--- src/rtl/rf_wb_sched.sv ---
// Write-port scheduler and load scoreboard for the single-write-port register file.
// ALU writeback (A) normally wins the port. A load return (B) that keeps being denied
// is forced through once it has waited STARVE_MAX cycles. A pend bit per register
// tracks each outstanding load destination, so decode can stall on RAW hazards.
module rf_wb_sched #(
    parameter int unsigned DW         = 16,
    parameter int unsigned AW         = 3,
    parameter int unsigned STARVE_MAX = 3
) (
    input  logic          clk,
    input  logic          rst,
    input  logic          a_valid,
    input  logic [AW-1:0] a_reg,
    input  logic [DW-1:0] a_data,
    output logic          a_stall,
    input  logic          b_valid,
    input  logic [AW-1:0] b_reg,
    input  logic [DW-1:0] b_data,
    output logic          b_ready,
    input  logic          iss_valid,
    input  logic [AW-1:0] iss_reg,
    input  logic [AW-1:0] chk1_reg,
    input  logic [AW-1:0] chk2_reg,
    output logic          hazard1,
    output logic          hazard2,
    output logic          busy,
    output logic          rf_write,
    output logic [AW-1:0] rf_writeregsel,
    output logic [DW-1:0] rf_writedata,
    output logic          err
);

    localparam int unsigned NReg      = 2 ** AW;
    localparam logic [3:0]  StarveMax = 4'(STARVE_MAX);

    logic            force_b;
    logic            grant_a;
    logic            grant_b;
    logic            b_hs;

    logic [3:0]      starve_cnt_q, starve_cnt_d;
    logic            rf_write_q, rf_write_d;
    logic [AW-1:0]   rf_writeregsel_q, rf_writeregsel_d;
    logic [DW-1:0]   rf_writedata_q, rf_writedata_d;
    logic [NReg-1:0] pend_q, pend_d;
    logic            err_q, err_d;

    // Port arbitration: A has priority unless B has been starved long enough.
    always_comb begin
        force_b = b_valid && (starve_cnt_q == StarveMax);
        grant_a = a_valid && !force_b;
        grant_b = b_valid && !grant_a;
        b_hs    = b_valid && grant_b;
    end

    assign a_stall        = a_valid && force_b;
    assign b_ready        = grant_b;
    assign busy           = |pend_q;
    assign rf_write       = rf_write_q;
    assign rf_writeregsel = rf_writeregsel_q;
    assign rf_writedata   = rf_writedata_q;
    assign err            = err_q;

    // A register is unreadable while its load is pending or while its write is still
    // in flight (the register file only captures it at the end of the rf_write cycle).
    always_comb begin
        hazard1 = pend_q[chk1_reg] || (rf_write_q && (rf_writeregsel_q == chk1_reg));
        hazard2 = pend_q[chk2_reg] || (rf_write_q && (rf_writeregsel_q == chk2_reg));
    end

    // Next-state: starvation counter, write stage, scoreboard and sticky error.
    always_comb begin
        starve_cnt_d = starve_cnt_q;
        if (!b_valid || b_hs) begin
            starve_cnt_d = 4'd0;
        end else if (starve_cnt_q < StarveMax) begin
            starve_cnt_d = starve_cnt_q + 4'd1;
        end

        rf_write_d       = grant_a || grant_b;
        rf_writeregsel_d = rf_writeregsel_q;
        rf_writedata_d   = rf_writedata_q;
        if (grant_a) begin
            rf_writeregsel_d = a_reg;
            rf_writedata_d   = a_data;
        end else if (grant_b) begin
            rf_writeregsel_d = b_reg;
            rf_writedata_d   = b_data;
        end

        // Set is applied after clear so a same-register set/clear leaves the bit at 1.
        pend_d = pend_q;
        if (b_hs) begin
            pend_d[b_reg] = 1'b0;
        end
        if (iss_valid) begin
            pend_d[iss_reg] = 1'b1;
        end

        err_d = err_q;
        if (iss_valid && pend_q[iss_reg] && !(b_hs && (b_reg == iss_reg))) begin
            err_d = 1'b1;
        end
        if (b_hs && !pend_q[b_reg]) begin
            err_d = 1'b1;
        end
        if (grant_a && pend_q[a_reg]) begin
            err_d = 1'b1;
        end
    end

    // State registers with synchronous reset; reset drops any registered write.
    always_ff @(posedge clk) begin
        if (rst) begin
            starve_cnt_q     <= 4'd0;
            rf_write_q       <= 1'b0;
            rf_writeregsel_q <= '0;
            rf_writedata_q   <= '0;
            pend_q           <= '0;
            err_q            <= 1'b0;
        end else begin
            starve_cnt_q     <= starve_cnt_d;
            rf_write_q       <= rf_write_d;
            rf_writeregsel_q <= rf_writeregsel_d;
            rf_writedata_q   <= rf_writedata_d;
            pend_q           <= pend_d;
            err_q            <= err_d;
        end
    end

endmodule

--- config.mk ---
export PLATFORM = sky130hd
export DESIGN_NAME = rf_wb_sched
export DESIGN_NICKNAME = d
export VERILOG_FILES = /design/src/rtl/rf_wb_sched.sv
export SDC_FILE = /design/constraint.sdc
export NUM_CORES = 1
export LEC_CHECK = 0
export BUFFER_PORTS_ARGS = -buffer_cell sky130_fd_sc_hd__buf_2
export CORE_UTILIZATION = 38
export CTS_CLUSTER_DIAMETER = 120
export DETAILED_ROUTE_END_ITERATION = 7
export PLACE_DENSITY = 0.71
export SLEW_MARGIN = 5
export SYNTH_ARGS = -nofsm -noshare
export SYNTH_HDL_FRONTEND = slang
export SYNTH_SLANG_ARGS = --single-unit
--- constraint.sdc ---
create_clock -name clk -period 2 [get_ports clk]
set_input_delay 0.1 -clock clk [delete_from_list [all_inputs] [get_ports clk]]
set_output_delay 0.1 -clock clk [all_outputs]
set_load 0.1 [all_outputs]
Word level (Yosys, flattened, before mapping):

Index checks and enable logic that the tools add are counted.

* input bits: 52
* latch bits: 0
* logic and storage cells: 72
* bits in registers: 33
* memory bits (writable): 0
* memories kept: 0
* bits in read-only memories: 0
* output and inout port bits: 26

* divide/modulo/power cells: 0
* mux-type cells: 23
* bitwise operators: 3
* reduce and logical (&&, ||, !) cells: 27
* shifts and indexed selects: 0
* equal/unequal tests: 4
* multipliers: 0
* magnitude comparators: 8
* add/subtract/negate cells: 1

Operator list (number)
* $mux 16: 2
* $lt 3x4->1 const B: 5
* $mux 8: 2
* $bmux 1 s3: 5
* $logic_and 1x1->1: 14
* $mux 1: 10
* $eq 3x3->1: 3
* $and 8x8->8: 1
* $not 8->8: 1
* $or 8x8->8: 1
* $reduce_or 8->1: 1
* $demux 1 s3: 2
* $ge 3x1->1 const B: 2
* $mux 3: 2
* $logic_not 1->1: 5
* $add 4x1->4 const B: 1
* $eq 4x2->1 const B: 1
* $logic_or 1x1->1: 4
* $lt 4x2->1 const B: 1
* $reduce_bool 3->1: 1
* $reduce_bool 2->1: 1
* $reduce_or 2->1: 1

Logic depth before layout (Yosys ltp):

Gate-level depths: netlist of the first run.

* depth after elaboration: 13
* gate-level depth with buffers: 7
* mapped depth without buffers: 6

Least setup slack after synthesis of the first run:

OpenSTA, ideal clock, no wires.

* path type: reg-to-output
* start: register rf_writeregsel_q[2] (netlist: rf_writeregsel[2])
* end: output hazard1
* stages on the path, launching flop included: 6
* setup slack: -1.047 ns
* data required time: 1.900 ns
* buffers on the path: 0
* arrival time: 2.947 ns
* cell sequence: dfxtp_1 xnor2_1 nand3_1 nor2_1 nor3_1 a21oi_1

* cells in the longest elaborated chain, start to end: 3

Ends and longest elaborated chain
* start: declaration: RTL line 43 `logic [AW-1:0] rf_writeregsel_q, rf_writeregsel_d;`
* start signal: assignment: RTL line 124 `rf_writeregsel_q <= rf_writeregsel_d;`
* $eq 3x3->1: RTL line 67 `hazard1 = pend_q[chk1_reg] || (rf_write_q && (rf_writeregsel_q == chk1_reg));`
* $logic_and 1x1->1: RTL line 67
* $logic_or 1x1->1: RTL line 67
* end: declaration: RTL line 24 `output logic hazard1,`

No other way between the ends.

Final worst setup path of the first run:

* start: register pend_q[7]
* end: output hazard2

* cells in the longest elaborated chain, start to end: 3

Ends and longest elaborated chain
* start: declaration: RTL line 45 `logic [NReg-1:0] pend_q, pend_d;`
* start signal: assignment: RTL line 126 `pend_q <= pend_d;`
* $bmux 1 s3: RTL line 68 `hazard2 = pend_q[chk2_reg] || (rf_write_q && (rf_writeregsel_q == chk2_reg));`
* $mux 1 (not written as such): RTL line 68
* $logic_or 1x1->1: RTL line 68
* end: declaration: RTL line 25 `output logic hazard2,`

No other way between the ends. The select of a mux whose other input is x is not followed.

==> results of run 1 <==
## sequential cells by signal, summed over array words and instances (netlist names)
| name | cells |
|---|---|
| rf_write | 1 |
| pend_q | 8 |
| err | 1 |
| starve_cnt_q | 4 |
| rf_writeregsel | 3 |
| rf_writedata | 16 |
## worst max path at each step
| stage | from | to | cells past startpoint |
|---|---|---|---|
| after detailed placement | starve_cnt_q[1] | pend_q[0] | 6 |
| after floorplan | starve_cnt_q[0] | pend_q[0] | 6 |
| after CTS | pend_q[7] | hazard2 | 4 |
| after global routing | pend_q[6] | hazard2 | 4 |
| after global placement | starve_cnt_q[0] | pend_q[0] | 6 |
| final | pend_q[7] | hazard2 | 4 |
## area by class of cell
class                      instances  area, µm²  area share, %
clock buffer                       6       72.6           2.87
clock inverter                     2       10.0          0.396
inverter                           2       7.51          0.297
multi-input combinational        157       1230           48.6
sequential                        33        667           26.4
tap                               67       83.8           3.32
timing repair buffer              83        458           18.1
## cells in the mapped netlist, types with 5 or more instances
cell type,number,area (µm²)
nor2_1,30,113
nor3_1,5,25.0
mux2i_1,28,280
dfxtp_1,33,661
clkbuf_1,6,22.5
mux4_2,6,135
a211oi_2,10,125
o21ai_1,6,30.0
nand3_1,7,35.0
xnor2_1,8,70.1
nand2_1,7,26.3
buf_2,6,30.0
a21oi_1,12,60.1
a211oi_1,9,67.6
## cells by family (layout without fill, tap and decap cells)
logic type               after synthesis  after routing
AND/OR/NAND/NOR                       70             70
AO/OA/AOI/OAI                         44             44
multiplexers                          34             34
flip-flops                            33             33
buffers and inverters                 18             93
XOR/XNOR                               8              8
adder cells (fa/ha/maj)                1              1
## worst min-delay path: stages
cell and delay [ns]:
buf_2 0.10, nor2_1 0.09, a211oi_1 0.05
## power by group through the flow
stage / combinational, W / sequential (W) / clock, W
after detailed placement: 0.000629 / 0.000743 / 0
after global placement: 0.000622 / 0.000742 / 0
after floorplan: 0.000262 / 0.000973 / 0
final: 0.000626 / 0.000729 / 0.000484
after global routing: 0.000661 / 0.000734 / 0.000535
after CTS: 0.000630 / 0.000729 / 0.000503
## metal layers
layer | global-route usage [%] | wire length [µm] | vias to the layer above
li1 | - | - | 909
met1 | 21.7 | 2170 | 853
met2 | 30.6 | 2240 | 75
met3 | 5.49 | 275 | 5
met4 | 5.77 | 57 | 0
met5 | 0 | 0 | -
## through the flow
step	utilization, %	area, µm²	hold slack [ns]
global placement	50.4	2440	0.394
CTS	52.1	2530	0.0882
global route	52.1	2530	0.0886
finish	52.1	2530	0.0966
detailed placement	50.4	2440	0.396
floorplan	-	1990	0.216
==> impl_metrics.yaml, run 1 <==
clocking:
  htree_levels: 2
  cts_buffer_depth: 2
  cts_buffers: 5
  cts_sinks: 33
  hold_buffers: 0
  tritoncts: "built"
  insertion_delay_ns: 0.28
  path_clk_slew_ns: 0.07
  cts_setup_buffers: 0
  cts.repair.resized: 0
  cts_root_buf: "clkbuf_8"
critical_path:
  critPathArrivalTime_ns: 1.86
  r2r_slack_ns: 0.29
  endpoint_kind: "output port"
  cp_slowest_cell: "mux4_2"
  reg2reg_depth: 6
  cp_num_buf_inv: 1
  timing.rr.end: "pend_q[0]"
  reg2reg_from: "starve_cnt_q[1]"
  crit_fanout: 7
  cp-start-kind: "register"
  cp_data_required_time_ns: 1.90
  cp_cell_sequence: "mux4_2, a41oi_1, a21oi_4, buf_2"
  cp_slowest_stage_delay_ns: 0.48
  crit_type: "reg -> out"
  critPathTopFamily: "multiplexers"
cells_and_area:
  layout_commonest_cell: "buf_2"
  instances_no_fill: 350
  layout_common_cells: "buf_2 (76), nor2_1 (30), mux2i_1 (28), dfxtp_1 (28)"
  area_delta_synth_final_pct: 29.1
  antenna_cells: 0
  fillCellCount: 472
  fin_nets: 335
  drive_gt1_share_pct: 42.8
floorplanning:
  die-area_um2: 5440
  die-height_um: 73.8
  fp.coreArea_um2: 4850
  io_pins: 78
  rows: 25
  die_x_um: 73.8
  initial_utilization_pct: 40.4
min_path:
  hold_class: "in -> reg"
  hold_end: "rf_writedata[14]"
  worst_hold_startpoint: "a_data[14]"
  hold_depth: 3
timing:
  period_share_pct: 98.0
  setup-tns-final_ns: 0
  setup_slack_ns: 0.0401
  timing.final.crit_period_ns: 1.96
  max-slew-margin-rel_pct: 66.9
  slew_violations: 0
  fmax_mhz: 510
  worst_pin_slew_ns: 0.497
  hold_viol_final: 0
  skew_ns: 0.00277
  rsz0062_at_grt: "no"
  finalSetupViolCount: 0
pwr:
  power.density_nw_per_um2: 728
  p_comb_share_pct: 34.1
  switching_share_pct: 39.7
  power_frac_seq_pct: 39.6
  internal_power_w: 0.00111
  p_leak_nw: 1.10
  clkPwrFrac_pct: 26.3
  irDropWorstVdd_mv: 0.435
  p_sw_w: 0.000730
  finalPower_w: 0.00184
yosys:
  synthMuxAreaShare_pct: 21.2
  ys_async_sr_fraction_pct: 0
  ys_ff_latch: 33
  synthXorXnorAreaFrac_pct: 3.58
  synth_enable_flop_cells: 0
  ys_types: 36
  synth_flop_cell: "dfxtp_1"
  syn_area_per_cell_um2: 9.41
  synth-compound-area-share_pct: 18.2
  syn_nets: 261
  yosys.area_share.simple_pct: 17.8
  postSynthCellCount: 208
  synth-seq-area-share_pct: 33.7
  synth_top_family_by_area: "multiplexers"
  netlist_area_um2: 1960
  synthAdderAreaFrac_pct: 0.639
  yosys_warnings: 0
detailed_routing:
  drt-total-wl_um: 4740
  via_count: 1842
  ant_nets: 0
  drt-initial-drc-count: 76
  wl_per_cell_um: 13.5
  routed_via_density: 5.26
  first_pass_iters: 4
  route.detailed.drc: 0
grt:
  grt_overflow: 0
  grt_max_degree: 40
  grt_antenna_before_repair: 0
  grt_pass1_vias: 1631
  grt_use_total_pct: 18.0
  grt_pass1_wl_um: 7420
placed_design:
  port-buffer-count: 77
  hpwl_um: 3580
  placed_cells: 342
  pre_cts_ws_ns: 0.303
  gp_congestion: 0.895
status:
  status: "completed"
run:
  maxCapViolations: 0
No activity file was read; power rests on OpenSTA's default activity.
==> run 2, diff against run 1 <==
CORE_ASPECT_RATIO = 0.8   (was default)
CTS_BUF_LIST = sky130_fd_sc_hd__clkbuf_8   (was default)
==> run 2 against run 1 <==
- clock skew is 0.0057 ns higher
- die area hardly changed
- non-clock buffer count did not move
- register-to-register slack barely moved
- first-iteration DRC count rose by 99%
- largest cell class unchanged
- largest power group unchanged
==> impl_metrics.yaml, run 2 (synthesis results as in run 1) <==
cells_and_area:
  area_delta_synth_final_pct: 30.0
  fin_nets: 335
  layout_commonest_cell: "buf_2"
  design_area_um2: 2540
  instances_no_fill: 342
  antenna_cells: 0
  largest_reg_flops: 16
  fillCellCount: 435
  layout_common_cells: "buf_2 (76), nor2_1 (30), mux2i_1 (28), dfxtp_1 (28)"
  drive_gt1_share_pct: 43.3
detailed_routing:
  route.detailed.drc: 0
  via_count: 1825
  routed_via_density: 5.34
  ant_nets: 0
  drt-total-wl_um: 4910
  drt-initial-drc-count: 151
  first_pass_iters: 4
  wl_per_cell_um: 14.4
clocking:
  htree_levels: 2
  cts_setup_buffers: 0
  cts_root_buf: "clkbuf_8"
  cts_buffer_depth: 2
  cts_buffers: 5
  cts_sinks: 33
  path_clk_slew_ns: 0.07
  insertion_delay_ns: 0.28
  hold_buffers: 0
  cts.repair.resized: 0
  tritoncts: "built"
grt:
  grt.busiest_layer: "met2"
  grt_use_total_pct: 19.5
  use_met2_pct: 29.1
  grt_antenna_before_repair: 0
  grt_pass1_vias: 1730
  grt_max_degree: 22
  use_met1_pct: 25.7
  grt_pass1_wl_um: 7980
  grt_overflow: 0
  use_met3_pct: 8.28
floorplanning:
  die-height_um: 66.2
  initial_utilization_pct: 41.1
  fp.coreArea_um2: 4760
  die_x_um: 82.3
  rows: 22
  io_pins: 78
  die-area_um2: 5450
critical_path:
  cp_cell_sequence: "mux4_2, a41oi_1, a21oi_4, buf_2"
  startpoint: "pend_q[6]"
  crit_fanout: 7
  cp_data_required_time_ns: 1.90
  crit_type: "reg -> out"
  cp_slowest_stage_delay_ns: 0.47
  reg2reg_from: "starve_cnt_q[1]"
  cp-start-kind: "register"
  endpoint_kind: "output port"
  cp_slowest_cell: "mux4_2"
  critPathArrivalTime_ns: 1.84
placed_design:
  gp_congestion: 0.946
  placed_area_um2: 2440
  port-buffer-count: 77
  placed_cells: 335
  hpwl_um: 3690
timing:
  hold_viol_final: 0
  slew_violations: 0
  fmax_mhz: 516
  period_share_pct: 96.8
  skew_ns: 0.00850
  timing.final.crit_period_ns: 1.94
  finalSetupViolCount: 0
  max-slew-margin-rel_pct: 67.3
  rsz0062_at_grt: "no"
  worst_pin_slew_ns: 0.494
min_path:
  worst_hold_startpoint: "a_data[9]"
  hold_class: "in -> reg"
pwr:
  irDropWorstVdd_mv: 0.412
  p_leak_nw: 1.11
  power.density_nw_per_um2: 773
status:
  status: "completed"
run:
  maxCapViolations: 0
==> run 2: path summary, 6_finish.rpt <==
| path | slack, ns | cells past startpoint | end |
|---|---|---|---|
| hold reg to reg | 0.47 | 2 | starve_cnt_q[3] |
| hold / removal | 0.1 | 3 | rf_writedata[9] |
| setup / recovery | 0.06 | 4 | hazard2 |
| setup reg to reg | 0.29 | 6 | pend_q[0] |
==> run 2: layer usage <==
layer	routed length, µm	up-vias
met5	0	-
met1	2190	816
met3	594	2
met4	19	0
li1	-	904
met2	2100	103
==> run 2: per-stage QoR <==
step / hold WS, ns / total power [W] / utilization, % / setup TNS, ns / setup slack (ns)
floorplan: 0.216 / 0.00123 / - / -0.366 / -0.0888
global placement: 0.393 / 0.00137 / 51.2 / 0 / 0.350
detailed placement: 0.401 / 0.00137 / 51.2 / 0 / 0.317
CTS: 0.0920 / 0.00199 / 53.3 / 0 / 0.0359
global route: 0.0960 / 0.00206 / 53.4 / 0 / 0.000468
finish: 0.0986 / 0.00197 / 53.4 / 0 / 0.0637
==> run 2: where the power goes <==
group / switching [W] / total, W / internal [W] / leakage (nW)
sequential: 0.0000320 / 0.000730 / 0.000698 / 0.274
combinational: 0.000461 / 0.000631 / 0.000171 / 0.786
clock: 0.000244 / 0.000606 / 0.000362 / 0.0540
total: 0.000736 / 0.00197 / 0.00123 / 1.11
==> run 2: critical path, delay by kind of cell, from the launching register on <==
kind / cells / cell delay, ns
AO/OA/AOI/OAI: 2 / 0.39
buffers and inverters: 1 / 0.30
flip-flops: 1 / 0.38
multiplexers: 1 / 0.47
==> run 2: area by class of cell <==
class                   instances  area (µm²)  area share (%)
clock inverters                 2        35.0            1.38
flip-flops and latches         33         667            26.2
inverters                       2        7.51           0.295
clock buffers                   5        68.8            2.70
well taps                      60        75.1            2.95
repair buffers                 83         458            18.0
multi-input cells             157        1230            48.5
